--- src/rtl/buf_pipe_chain.sv ---
`default_nettype none
// ============================================================================
// Module   : buf_pipe_chain
// Brief    : WIDTH-bit, DEPTH-stage elastic valid/ready pipeline with a
//            per-bit buffer/inverter mask applied at stage 0.
// Revision : 1.0 - initial release
// ============================================================================
module buf_pipe_chain #(
  parameter int               WIDTH    = 32,
  parameter int               DEPTH    = 2,
  parameter logic [WIDTH-1:0] INV_MASK = {WIDTH{1'b0}}
) (
  input  logic                       clk,
  input  logic                       rst,
  input  logic                       flush,
  input  logic                       in_valid,
  output logic                       in_ready,
  input  logic [WIDTH-1:0]           in_data,
  output logic                       out_valid,
  input  logic                       out_ready,
  output logic [WIDTH-1:0]           out_data,
  output logic [$clog2(DEPTH+1)-1:0] occupancy
);

  localparam int OCC_W = $clog2(DEPTH + 1);

  logic             r_v [DEPTH];
  logic [WIDTH-1:0] r_d [DEPTH];
  logic [DEPTH:0]   w_rdy;
  logic [OCC_W-1:0] w_occ;

  assign w_rdy[DEPTH] = out_ready;

  generate
    for (genvar k = 0; k < DEPTH; k++) begin : g_stage
      logic             w_in_v;
      logic [WIDTH-1:0] w_in_d;

      // A stage may take a new word when it is empty or its successor moves.
      assign w_rdy[k] = ~r_v[k] | w_rdy[k+1];

      if (k == 0) begin : g_head
        assign w_in_v = in_valid & ~flush;
        assign w_in_d = in_data ^ INV_MASK;
      end else begin : g_body
        assign w_in_v = r_v[k-1];
        assign w_in_d = r_d[k-1];
      end

      always_ff @(posedge clk) begin
        if (rst) begin
          r_v[k] <= 1'b0;
          r_d[k] <= '0;
        end else begin
          if (flush) begin
            r_v[k] <= 1'b0;
          end else if (w_rdy[k]) begin
            r_v[k] <= w_in_v;
          end
          // Data enable is qualified by the incoming valid to avoid idle toggling.
          if (w_rdy[k] && w_in_v) begin
            r_d[k] <= w_in_d;
          end
        end
      end
    end
  endgenerate

  always_comb begin
    w_occ = '0;
    for (int k = 0; k < DEPTH; k++) begin
      w_occ = w_occ + OCC_W'(r_v[k]);
    end
  end

  assign in_ready  = w_rdy[0] & ~flush;
  assign out_valid = r_v[DEPTH-1];
  assign out_data  = r_d[DEPTH-1];
  assign occupancy = w_occ;

endmodule
`default_nettype wire
--- config.mk ---
export PLATFORM = sky130hd
export DESIGN_NAME = buf_pipe_chain
export DESIGN_NICKNAME = d
export VERILOG_FILES = /design/src/rtl/buf_pipe_chain.sv
export SDC_FILE = /design/constraint.sdc
export NUM_CORES = 1
export LEC_CHECK = 0
export BUFFER_PORTS_ARGS = -buffer_cell sky130_fd_sc_hd__buf_2
export CAP_MARGIN = 10
export CORE_MARGIN = 3
export CORE_UTILIZATION = 30
export DETAILED_ROUTE_END_ITERATION = 10
export PLACE_DENSITY = 0.59
export SLEW_MARGIN = 10
export SYNTH_ARGS = -nofsm -noshare
export SYNTH_HDL_FRONTEND = slang
export SYNTH_SLANG_ARGS = --single-unit
--- constraint.sdc ---
create_clock -name clk -period 8.7 [get_ports clk]
set_input_delay 0.435 -clock clk [delete_from_list [all_inputs] [get_ports clk]]
set_output_delay 0.435 -clock clk [all_outputs]
set_load 0.01 [all_outputs]
# [Yosys cells after proc, flatten, opt, wreduce, memory -nomap -nowiden]
# Memories as Yosys holds them, arrays and structs flattened.
# Cells that the tools add are included.
[classes] n_bitwise=13 mux=25 addsub=1 n_reduce_logical=2
[op_table] operator="32-bit two-way mux" n=2
[op_table] operator="1-bit two-way mux" n=23
[op_table] operator="1-bit bitwise OR" n=8
[op_table] operator="1-bit inverter" n=3
[op_table] operator="1-bit by 1-bit adder with 2-bit output" n=1
[op_table] operator="1-bit AND" n=2
[op_table] operator="1-bit logical AND" n=2
[word_totals] output_inout_bits=36 ff_bits=0 in_bits=37 mem_bits_rw=66 n_memories=2
[mem_list] name="r_d" words=2 word_bits=32 rd=2 rd_clocked_by_memory_dff=0 wr=2 line_no="28" rtl="logic [WIDTH-1:0] r_d [DEPTH];"
[mem_list] name="r_v" words=2 word_bits=1 rd=2 rd_clocked_by_memory_dff=0 wr=2 line_no="27" rtl="logic r_v [DEPTH];"

# [Depth between registers and ports, before layout]
# Gate-level depths: netlist of the first run.
[logic_depth] depth_word=8 mapped_depth=4 depth_no_buf=2

# [Least setup slack after synthesis of the first run]
# No wires, ideal clock.
[synth_timing] path_kind="reg-to-reg" from="memory r_v[1]" to="memory r_d[0][0], enable pin" required_ns=8.272 path_stages_with_launch=5 slack_ns=5.817 arrival_time_ns=2.455 cell_sequence="edfxtp_1 -> and3b_1 -> buf_4 -> buf_6 -> o21bai_1"
[synth_rtl] item="from (decl)" line_no="27"
[synth_rtl] item="to (decl)" line_no="28"

==> metrics.log, run 1 <==
[metrics] status: completed
[metrics] total of max-cap violations: 0
[metrics] pin count of the biggest net entering global routing: 37
[metrics] count of H-tree levels built during CTS: 3
[metrics] type of element launching the critical path: flop
[metrics] crit path max-delay cell type: and3b_1
[metrics] Cell Area, Synth: 2730 um2
[metrics] parity-gate share of the synthesized area counting xor and xnor cells: 0
[metrics] crit end category: output port
[metrics] number of buffers and inverters on the critical path: 1
[metrics] combinational family with the most area after synthesis: simple AND/OR/NAND/NOR gates
[metrics] detailed placement HPWL: 3330 um
[metrics] total congestion overflow: 0
[metrics] fin. max-slew vios: 0
[metrics] Worst EP arrival: 1900 ps
[metrics] CTS tree: done
[metrics] met1 global-route usage: 0.117
[metrics] buffers from clock root to sink, at most: 2
[metrics] Synth Area in Adders: 0.00458
[metrics] nets@finish: 266
[metrics] number of antenna-violating nets in the routed design: 0
[metrics] routed len/inst: 15.0 um
[metrics] final clock period utilization by the worst path: 0.269
[metrics] Root Buffer Master: clkbuf_8
[metrics] area overhead of the layout relative to synthesis: 24.5%
[metrics] number of failing setup endpoints in the final timing report: 0
[metrics] ordered list of cells on the worst path: and3b_1 > nor2_1 > buf_2
[metrics] dpl cells: 325
[metrics] worst-case vdd ir drop: 80.0 uV
[metrics] Fin Hold WS: 453 ps
[metrics] sequential element share of the synthesized area: 0.725
[metrics] vias in the first global route: roughly 1600
[metrics] global-route wire length before repair: 8020 um
[metrics] Placeable Area: 8810 um2
[metrics] Post-CTS Setup Bufs: 0
[metrics] Initial DRT Pass Iterations: 4
[metrics] total track usage: 0.106
[metrics] final wirelength: approximately 5000 um
[metrics] worst slew margin relative to its limit: 0.193
[metrics] met3 Use GR: 0.0317
[metrics] Die H: roughly 100 um
[metrics] gate family responsible for the most delay along the worst path: simple AND/OR/NAND/NOR gates
[metrics] number of buffers inserted by hold repair at cts: 0
[metrics] Avg Cell Area, Syn: 17.0 um2
[metrics] Fin. Hold Viols: 0
[metrics] I/O pins: 73
[metrics] power density normalized to cell area: 212 nW/um2
[metrics] CTS resizes: 0
[metrics] drc violations: 0
[metrics] clock period minus final worst setup slack: between 2000 and 2500 ps
[metrics] CP peak stage delay: ~870 ps
[metrics] transition time of the tightest slew-check pin: around 1200 ps
[metrics] Starting Density: 0.310
[metrics] Layout Skew: 5.51 ps
[metrics] ant diodes: 0
[metrics] Site Rows: 34
[metrics] min setup slack post-route: 6360 ps
[metrics] proportion of layout cells with a drive suffix above 1: 0.395
[metrics] antenna violations before repair: 0
[metrics] highest achievable clock rate: approximately 0.43 GHz
[metrics] setup repair after global routing missed its margin: false
[metrics] post-route total power: 720 uW
[metrics] Compound-Gate Fraction of Synth Area: 0.00549
[metrics] Fin Setup TNS: 0 ps
[metrics] Hold Crit Class: primary input to flop
[metrics] number of synthesis warnings: 0
[metrics] post-synthesis share of cell area spent on and, or, nand and nor gates: 0.227
[metrics] non-filler instance count after layout: around 340
[metrics] routed via count: 1585
[metrics] number of input and output port buffers inserted: 72
[metrics] Synth Net Count: 199
[metrics] register bit total from synthesis: 66
[metrics] mux cell area share after synthesis: 0
[metrics] Setup WS pre-CTS: 6330 ps
[metrics] required time of the worst setup path: around 8300 ps
[metrics] CP Max Fanout: 35
[metrics] clock network latency to the later pin of the worst-skew pair: 340 ps
[metrics] violation count after the first detailed-routing iteration: 42
[metrics] area enclosed by the die boundary: between 10000 and 15000 um2
[metrics] distinct cell type count after synthesis: 18
[metrics] mean number of vias per cell: around 4.6
[metrics] final weighted congestion of routability-driven global placement: ~0.72
[metrics] synthesized instance count: 161
[metrics] clk slew on worst S/H paths: 70 ps
[metrics] layer carrying the most global-route usage: met2
[metrics] total clock buffers created by CTS: 9
[metrics] met2 Resource Use GR: 0.174
[metrics] clock sink count: 66
[metrics] Chip Width: between 100 and 150 um
[metrics] Leakage Power: about 0.0014 uW
[metrics] fillcell total: 808
[metrics] critical path start-end classification: flop to output port
-- registers in the layout (all words and copies together), names as in the netlist --
signal,cells
r_v,2
r_d,64
-- placed cells by master (no fill, tap or decap), drive strengths merged --
master,n
buf,73
edfxtp,66
and4b,32
nor3b,32
clkbuf,9
bufinv,3
and3b,2
nand2b,2
o21bai,2
clkinvlp,2
nor2,2
clkinv,2
nor2b,1
nand2,1
nand3,1
inv,1
nor4,1
ha,1
-- synth_stat cells --
library cell	n	area share
nor2_2	1	0.0023
nand2b_1	2	0.0046
nand2_1	1	0.0014
and4b_1	32	0.12
buf_6	3	0.012
nor2b_1	1	0.0023
nor3b_1	32	0.088
nor4_1	1	0.0023
buf_4	1	0.0027
buf_2	7	0.013
and3b_1	2	0.0064
ha_1	1	0.0046
o21bai_1	2	0.0055
clkbuf_1	6	0.0082
nand3_1	1	0.0018
inv_1	1	0.0014
edfxtp_1	66	0.72
nor2_1	1	0.0014
-- power breakdown --
group          internal [uW]  switching [uW]
combinational           18.5            25.5
sequential               370            4.22
clock                    190             113
-- cell type report --
cell class	instances	area (um2)	share of cell area
repair buffers	73	368	0.108
flip-flops and latches	66	1980	0.582
inverters	1	3.75	0.00110
clock inverters	7	118	0.0345
multi-input cells	77	674	0.198
well taps	108	135	0.0397
clock buffers	9	124	0.0364
-- worst register-to-register path, delay by kind of cell (launching register included) --
| kind | cells | cell delay (ps) |
|---|---|---|
| compound gates | 1 | 870 |
| flops | 1 | 460 |
| simple gates | 1 | 550 |
-- logic make-up after synthesis --
kind of cell	Yosys count
flip-flops	66
AND/OR/NAND/NOR	74
buffers and inverters	18
adder cells (fa/ha/maj)	1
AO/OA/AOI/OAI	2
-- per-layer routing --
layer | wire length [um] | share of wire | vias up
li1 | - | - | 777
met3 | 304 | 0.059 | 14
met5 | 0 | 0 | -
met4 | 191 | 0.037 | 0
met2 | 2630 | 0.51 | 56
met1 | 1980 | 0.39 | 738
-- final timing paths --
path                            from                        to  slack [ps]  depth (start not counted)
max                 r_v[0]$_DFFE_PP_                  in_ready        6360                          3
min                      in_data[25]  r_d[0][25]$_SDFFCE_PN0P_         450                          2
max reg2reg         r_v[0]$_DFFE_PP_  r_d[0][14]$_SDFFCE_PN0P_        6440                          2
min reg2reg  r_d[0][5]$_SDFFCE_PN0P_   r_d[1][5]$_SDFFCE_PN0P_         610                          1
-- per-stage QoR --
stage / area, um2 / util
finish: 3400 / 0.387
global route: 3400 / 0.387
CTS: 3400 / 0.387
detailed placement: 3160 / 0.359
global placement: 3160 / 0.359
floorplan: 2730 / -
Power figures use the tool's default switching activity.
==> inputs of run 2 (changes only) <==
Settings changed: PLACE_DENSITY 0.59 to 0.61.
Clock period 8.7 ns to 1.9 ns, I/O delays scaled along.
==> run 2 against run 1 <==
  * Largest cell class unchanged
  * First-iteration DRC count fell by 14%
  * Critical path type unchanged
  * Register-to-register slack worse by 6000 ps
  * Flip-flop and latch count stayed put
==> metrics.log, run 2 (synthesized netlist as in run 1, its figures left out) <==
[metrics] final clock period utilization by the worst path: 0.818
[metrics] violation count after the first detailed-routing iteration: 36 (was 42)
[metrics] buffers from clock root to sink, at most: 2 (unchanged)
[metrics] ant diodes: 0 (unchanged)
[metrics] worst-case vdd ir drop: 218 uV (was 80.0 uV)
[metrics] status: completed (unchanged)
[metrics] most frequent standard cell in the layout excluding fill and tap cells: buf_2 (unchanged)
[metrics] CTS resizes: 0 (unchanged)
[metrics] type of element launching the critical path: flop (unchanged)
[metrics] I/O pins: 73 (unchanged)
[metrics] number of failing setup endpoints in the final timing report: 0 (unchanged)
[metrics] Setup WS pre-CTS: 510 ps (was 6330 ps)
[metrics] Root Buffer Master: clkbuf_8 (unchanged)
[metrics] nets@finish: 276 (was 266)
[metrics] Layout Skew: 10.5 ps (was 5.51 ps)
[metrics] Starting Density: 0.310 (unchanged)
[metrics] commonest cells after routing, fill and taps aside: 72 x buf_2, 66 x edfxtp_1, 32 x and4b_1, 32 x nor3b_1 (was 72 x buf_2, 66 x edfxtp_1, 32 x and4b_1, 32 x nor3b_1, 9 x clkbuf_8)
[metrics] global-route wire length before repair: 8420 um (was 8020 um)
[metrics] Die H: 101 um (unchanged)
[metrics] antenna violations before repair: 0 (unchanged)
[metrics] Site Rows: 34 (unchanged)
[metrics] Worst EP arrival: 1460 ps (was 1900 ps)
[metrics] Hold Crit Class: primary input to flop (unchanged)
[metrics] final wirelength: 5400 um (was 5110 um)
[metrics] register bank with the most flops: r_d (unchanged)
[metrics] routed len/inst: 15.4 um (was 15.0 um)
[metrics] transition time of the tightest slew-check pin: 265 ps (was 1210 ps)
[metrics] clk slew on worst S/H paths: 70 ps (about the same)
[metrics] non-filler instance count after layout: 350 (was 341)
[metrics] total track usage: 0.112 (was 0.106)
[metrics] power density normalized to cell area: 839 nW/um2 (was 212 nW/um2)
[metrics] Placeable Area: 8810 um2 (unchanged)
[metrics] critical path start-end classification: flop to output port (unchanged)
[metrics] count of H-tree levels built during CTS: 3 (unchanged)
[metrics] min setup slack post-route: 346 ps (was 6360 ps)
[metrics] vias in the first global route: 1612 (was 1601)
[metrics] final weighted congestion of routability-driven global placement: 0.724 (was 0.719)
[metrics] setup repair after global routing missed its margin: false (unchanged)
[metrics] Fin Hold WS: 118 ps (was 453 ps)
[metrics] CP Max Fanout: 19 (was 35)
[metrics] routed via count: 1626 (was 1585)
[metrics] total clock buffers created by CTS: 9 (unchanged)
[metrics] number of antenna-violating nets in the routed design: 0 (unchanged)
[metrics] clock sink count: 66 (unchanged)
[metrics] crit end category: output port (unchanged)
[metrics] Fin. Hold Viols: 0 (unchanged)
[metrics] clock period minus final worst setup slack: 1550 ps
[metrics] mean number of vias per cell: 4.65 (about the same)
[metrics] Chip Width: 101 um (unchanged)
[metrics] total of max-cap violations: 0 (unchanged)
[metrics] total congestion overflow: 0 (unchanged)
[metrics] largest registers in the final layout: r_d: 64 flops, r_v: 2 flops (unchanged)
[metrics] proportion of layout cells with a drive suffix above 1: 0.401 (was 0.395)
[metrics] Leakage Power: 0.00140 uW (was 0.00138 uW)
[metrics] max FFs per register: 64 (unchanged)
[metrics] Fin Setup TNS: 0 ps (unchanged)
[metrics] Post-CTS Setup Bufs: 0 (unchanged)
[metrics] clock network latency to the later pin of the worst-skew pair: 340 ps (about the same)
[metrics] Initial DRT Pass Iterations: 4 (unchanged)
[metrics] number of input and output port buffers inserted: 72 (unchanged)
[metrics] dpl cells: 335 (was 325)
[metrics] area overhead of the layout relative to synthesis: 24.9% (was 24.5%)
[metrics] detailed placement HPWL: 3770 um (was 3330 um)
[metrics] worst slew margin relative to its limit: 0.823 (was 0.193)
[metrics] drc violations: 0 (unchanged)
[metrics] number of buffers inserted by hold repair at cts: 0 (unchanged)
[metrics] required time of the worst setup path: 1800 ps (was 8270 ps)
[metrics] area enclosed by the die boundary: 10300 um2 (unchanged)
[metrics] highest achievable clock rate: 0.644 GHz
[metrics] CTS tree: done (unchanged)
[metrics] fillcell total: 845 (was 808)
[metrics] pin count of the biggest net entering global routing: 34 (was 37)
[metrics] fin. max-slew vios: 0 (unchanged)
run 2: metrics by stage:
stage / power (uW) / instance area (um2) / util
4_1_cts: 2900 / 3410 / 0.388
5_1_grt: 2990 / 3410 / 0.388
3_5_place_dp: 1970 / 3260 / 0.371
2_1_floorplan: 1850 / 2760 / -
6_report: 2860 / 3410 / 0.388
3_3_place_gp: 1970 / 3260 / 0.371
run 2: where the power goes:
part,leakage [uW],total [uW],internal (uW),switching (uW)
registers,0.000695,1710,1690,19.5
clock network,0.0000723,930,448,482
logic,0.000630,222,101,121
run 2: final cells by class:
type,count,area [um2],share of cell area
flip-flops and latches,66,1980,0.581
multi-input cells,77,674,0.198
repair buffers,83,468,0.137
well taps,108,135,0.0396
clock buffers,10,128,0.0374
clock inverters,5,22.5,0.00660
inverters,1,3.75,0.00110
run 2: worst paths after layout:
kind	startpoint	depth (start not counted)	slack [ps]	to
setup / recovery	r_v[1]$_SDFFCE_PN0P_	4	350	in_ready
hold / removal	in_data[18]	2	120	r_d[0][18]$_SDFFCE_PN0P_
setup reg to reg	r_v[1]$_SDFFCE_PN0P_	3	490	r_d[0][13]$_SDFFCE_PN0P_
hold reg to reg	r_d[0][17]$_SDFFCE_PN0P_	1	600	r_d[1][17]$_SDFFCE_PN0P_
run 2: critical path: stages, from the launching register on:
cell and delay, ps:
edfxtp_1 430, and3b_1 270, buf_4 200, nor2_1 90
buf_2 130
run 2: metal layers:
metal,vias to the layer above,track usage,wire (um)
met5,-,0,0
met4,0,0.0695,155
met3,12,0.0289,263
met2,47,0.192,2830
met1,767,0.123,2150
li1,800,-,-
==> inputs of run 3 (changes only) <==
Settings changed: PLACE_DENSITY 0.61 to 0.59.
Clock period 1.9 ns to 1.46 ns, I/O delays scaled along.
==> run 3 against run 2 <==
  * Routed wire length shrank 0.39%
  * Sequential power grew 30%
  * Largest cell class unchanged
  * First-iteration DRC count shrank 28%
  * Highest routed layer unchanged
  * Non-clock buffer count grew 5
==> metrics.log, run 3 (synthesized netlist as in run 1, its figures left out) <==
[metrics] crit path max-delay cell type: edfxtp_1 (unchanged)
[metrics] final wirelength: 5380 um (was 5400 um)
[metrics] Placeable Area: 8810 um2 (unchanged)
[metrics] fin. max-slew vios: 0 (unchanged)
[metrics] drc violations: 0 (unchanged)
[metrics] worst slew margin relative to its limit: 0.765 (was 0.823)
[metrics] CP Max Fanout: 18 (was 19)
[metrics] Setup WS pre-CTS: 77.8 ps (was 510 ps)
[metrics] clk slew on worst S/H paths: 70 ps (about the same)
[metrics] Initial DRT Pass Iterations: 4 (unchanged)
[metrics] worst-case vdd ir drop: 344 uV (was 218 uV)
[metrics] total track usage: 0.112 (about the same)
[metrics] final clock period utilization by the worst path: 0.981
[metrics] count of H-tree levels built during CTS: 3 (unchanged)
[metrics] number of buffers inserted by hold repair at cts: 0 (unchanged)
[metrics] clock network latency to the later pin of the worst-skew pair: 330 ps (was 340 ps)
[metrics] routed len/inst: 15.1 um (was 15.4 um)
[metrics] proportion of layout cells with a drive suffix above 1: 0.435 (was 0.401)
[metrics] CP peak stage delay: 390 ps (was 430 ps)
[metrics] routed via count: 1653 (was 1626)
[metrics] dpl cells: 338 (was 335)
[metrics] most frequent standard cell in the layout excluding fill and tap cells: buf_2 (unchanged)
[metrics] final weighted congestion of routability-driven global placement: 0.729 (was 0.724)
[metrics] largest registers in the final layout: r_d: 64 flops, r_v: 2 flops (unchanged)
[metrics] Layout Skew: 5.67 ps (was 10.5 ps)
[metrics] Root Buffer Master: clkbuf_8 (unchanged)
[metrics] number of failing setup endpoints in the final timing report: 0 (unchanged)
[metrics] number of input and output port buffers inserted: 72 (unchanged)
[metrics] status: completed (unchanged)
[metrics] highest achievable clock rate: approximately 0.70 GHz
[metrics] pin count of the biggest net entering global routing: 34 (unchanged)
[metrics] mean number of vias per cell: 4.64 (was 4.65)
[metrics] total of max-cap violations: 0 (unchanged)
[metrics] Site Rows: 34 (unchanged)
[metrics] type of element launching the critical path: flop (unchanged)
[metrics] area overhead of the layout relative to synthesis: 29.0% (was 24.9%)
[metrics] Starting Density: 0.310 (unchanged)
[metrics] Fin Hold WS: 93.8 ps (was 118 ps)
[metrics] total clock buffers created by CTS: 9 (unchanged)
[metrics] clock period minus final worst setup slack: 1430 ps
[metrics] CTS tree: done (unchanged)
[metrics] commonest cells after routing, fill and taps aside: 72 x buf_2, 66 x edfxtp_1, 32 x and4b_1, 31 x nor3b_1, 10 x buf_4 (was 72 x buf_2, 66 x edfxtp_1, 32 x and4b_1, 32 x nor3b_1)
[metrics] Fin. Hold Viols: 0 (unchanged)
[metrics] non-filler instance count after layout: 356 (was 350)
[metrics] Die H: 101 um (unchanged)
[metrics] crit end category: flop (was output port)
[metrics] transition time of the tightest slew-check pin: 349 ps (was 265 ps)
[metrics] area enclosed by the die boundary: 10300 um2 (unchanged)
[metrics] Chip Width: 101 um (unchanged)
[metrics] number of antenna-violating nets in the routed design: 0 (unchanged)
[metrics] vias in the first global route: 1754 (was 1612)
[metrics] ordered list of cells on the worst path: and3b_2 > buf_6 > o21bai_4 > buf_12 (was and3b_1 > buf_4 > nor2_1 > buf_2)
[metrics] detailed placement HPWL: 3870 um (was 3770 um)
[metrics] register bank with the most flops: r_d (unchanged)
[metrics] max FFs per register: 64 (unchanged)
[metrics] Hold Crit Class: primary input to flop (unchanged)
[metrics] post-route total power: 3960 uW (was 2860 uW)
[metrics] nets@finish: 281 (was 276)
[metrics] Leakage Power: 0.00145 uW (was 0.00140 uW)
[metrics] min setup slack post-route: 28.0 ps (was 346 ps)
[metrics] ant diodes: 0 (unchanged)
[metrics] antenna violations before repair: 0 (unchanged)
[metrics] setup repair after global routing missed its margin: true (was false)
[metrics] I/O pins: 73 (unchanged)
[metrics] Worst EP arrival: 1470 ps (was 1460 ps)
[metrics] clock sink count: 66 (unchanged)
[metrics] violation count after the first detailed-routing iteration: 26 (was 36)
[metrics] total congestion overflow: 0 (unchanged)
[metrics] global-route wire length before repair: 8670 um (was 8420 um)
[metrics] required time of the worst setup path: 1500 ps (was 1800 ps)
[metrics] power density normalized to cell area: 1120 nW/um2 (was 839 nW/um2)
[metrics] critical path start-end classification: flop to flop (was flop to output port)
[metrics] buffers from clock root to sink, at most: 2 (unchanged)
## run 3: layout make-up
type | instances | area, um2
fillers | 830 | 5280
repair buffers | 88 | 538
inverters | 1 | 3.75
clock inverters | 6 | 57.6
flip-flops and latches | 66 | 1980
well taps | 108 | 135
multi-input cells | 77 | 683
clock buffers | 10 | 128
## run 3: power breakdown
part           internal, uW  switching, uW  total (uW)
Combinational           147            163         311
Sequential             2200           25.6        2230
Clock                   774            651        1420
Total                  3120            840        3960
## run 3: metrics by stage
stage | utilization | cell area, um2 | setup TNS (ps)
floorplan | - | 2770 | -22550
finish | 0.401 | 3530 | 0
global placement | 0.376 | 3310 | 0
global route | 0.401 | 3530 | -20.1
detailed placement | 0.376 | 3310 | 0
CTS | 0.399 | 3520 | 0
## run 3: timing repair
action	in CTS	in global routing
pin swaps	1	1
endpoints found under the setup margin	1	43
resized for setup	2	3
setup buffers	2	0
## run 3: per-layer routing
layer | track usage | part of all wire
met1 | 0.127 | 0.39
met2 | 0.194 | 0.53
met3 | 0.0386 | 0.068
met4 | 0.0440 | 0.018
met5 | 0 | 0
## run 3: final timing paths
path | start | to | slack (ps) | depth (start not counted)
setup / recovery | r_v[0]$_DFFE_PP_ | r_d[0][17]$_SDFFCE_PN0P_ | 30 | 4
hold / removal | in_data[26] | r_d[0][26]$_SDFFCE_PN0P_ | 90 | 2
hold reg to reg | r_d[0][0]$_SDFFCE_PN0P_ | r_d[1][0]$_SDFFCE_PN0P_ | 600 | 1
setup reg to reg | r_v[0]$_DFFE_PP_ | r_d[0][17]$_SDFFCE_PN0P_ | 30 | 4
## run 3: critical path: cells and delay by family (launching register included)
kind / cells / cell delay, ps
AOI/OAI and AO/OA: 1 / 170
DFF: 1 / 390
and+or+nand+nor: 1 / 260
buffers and inverters: 2 / 310
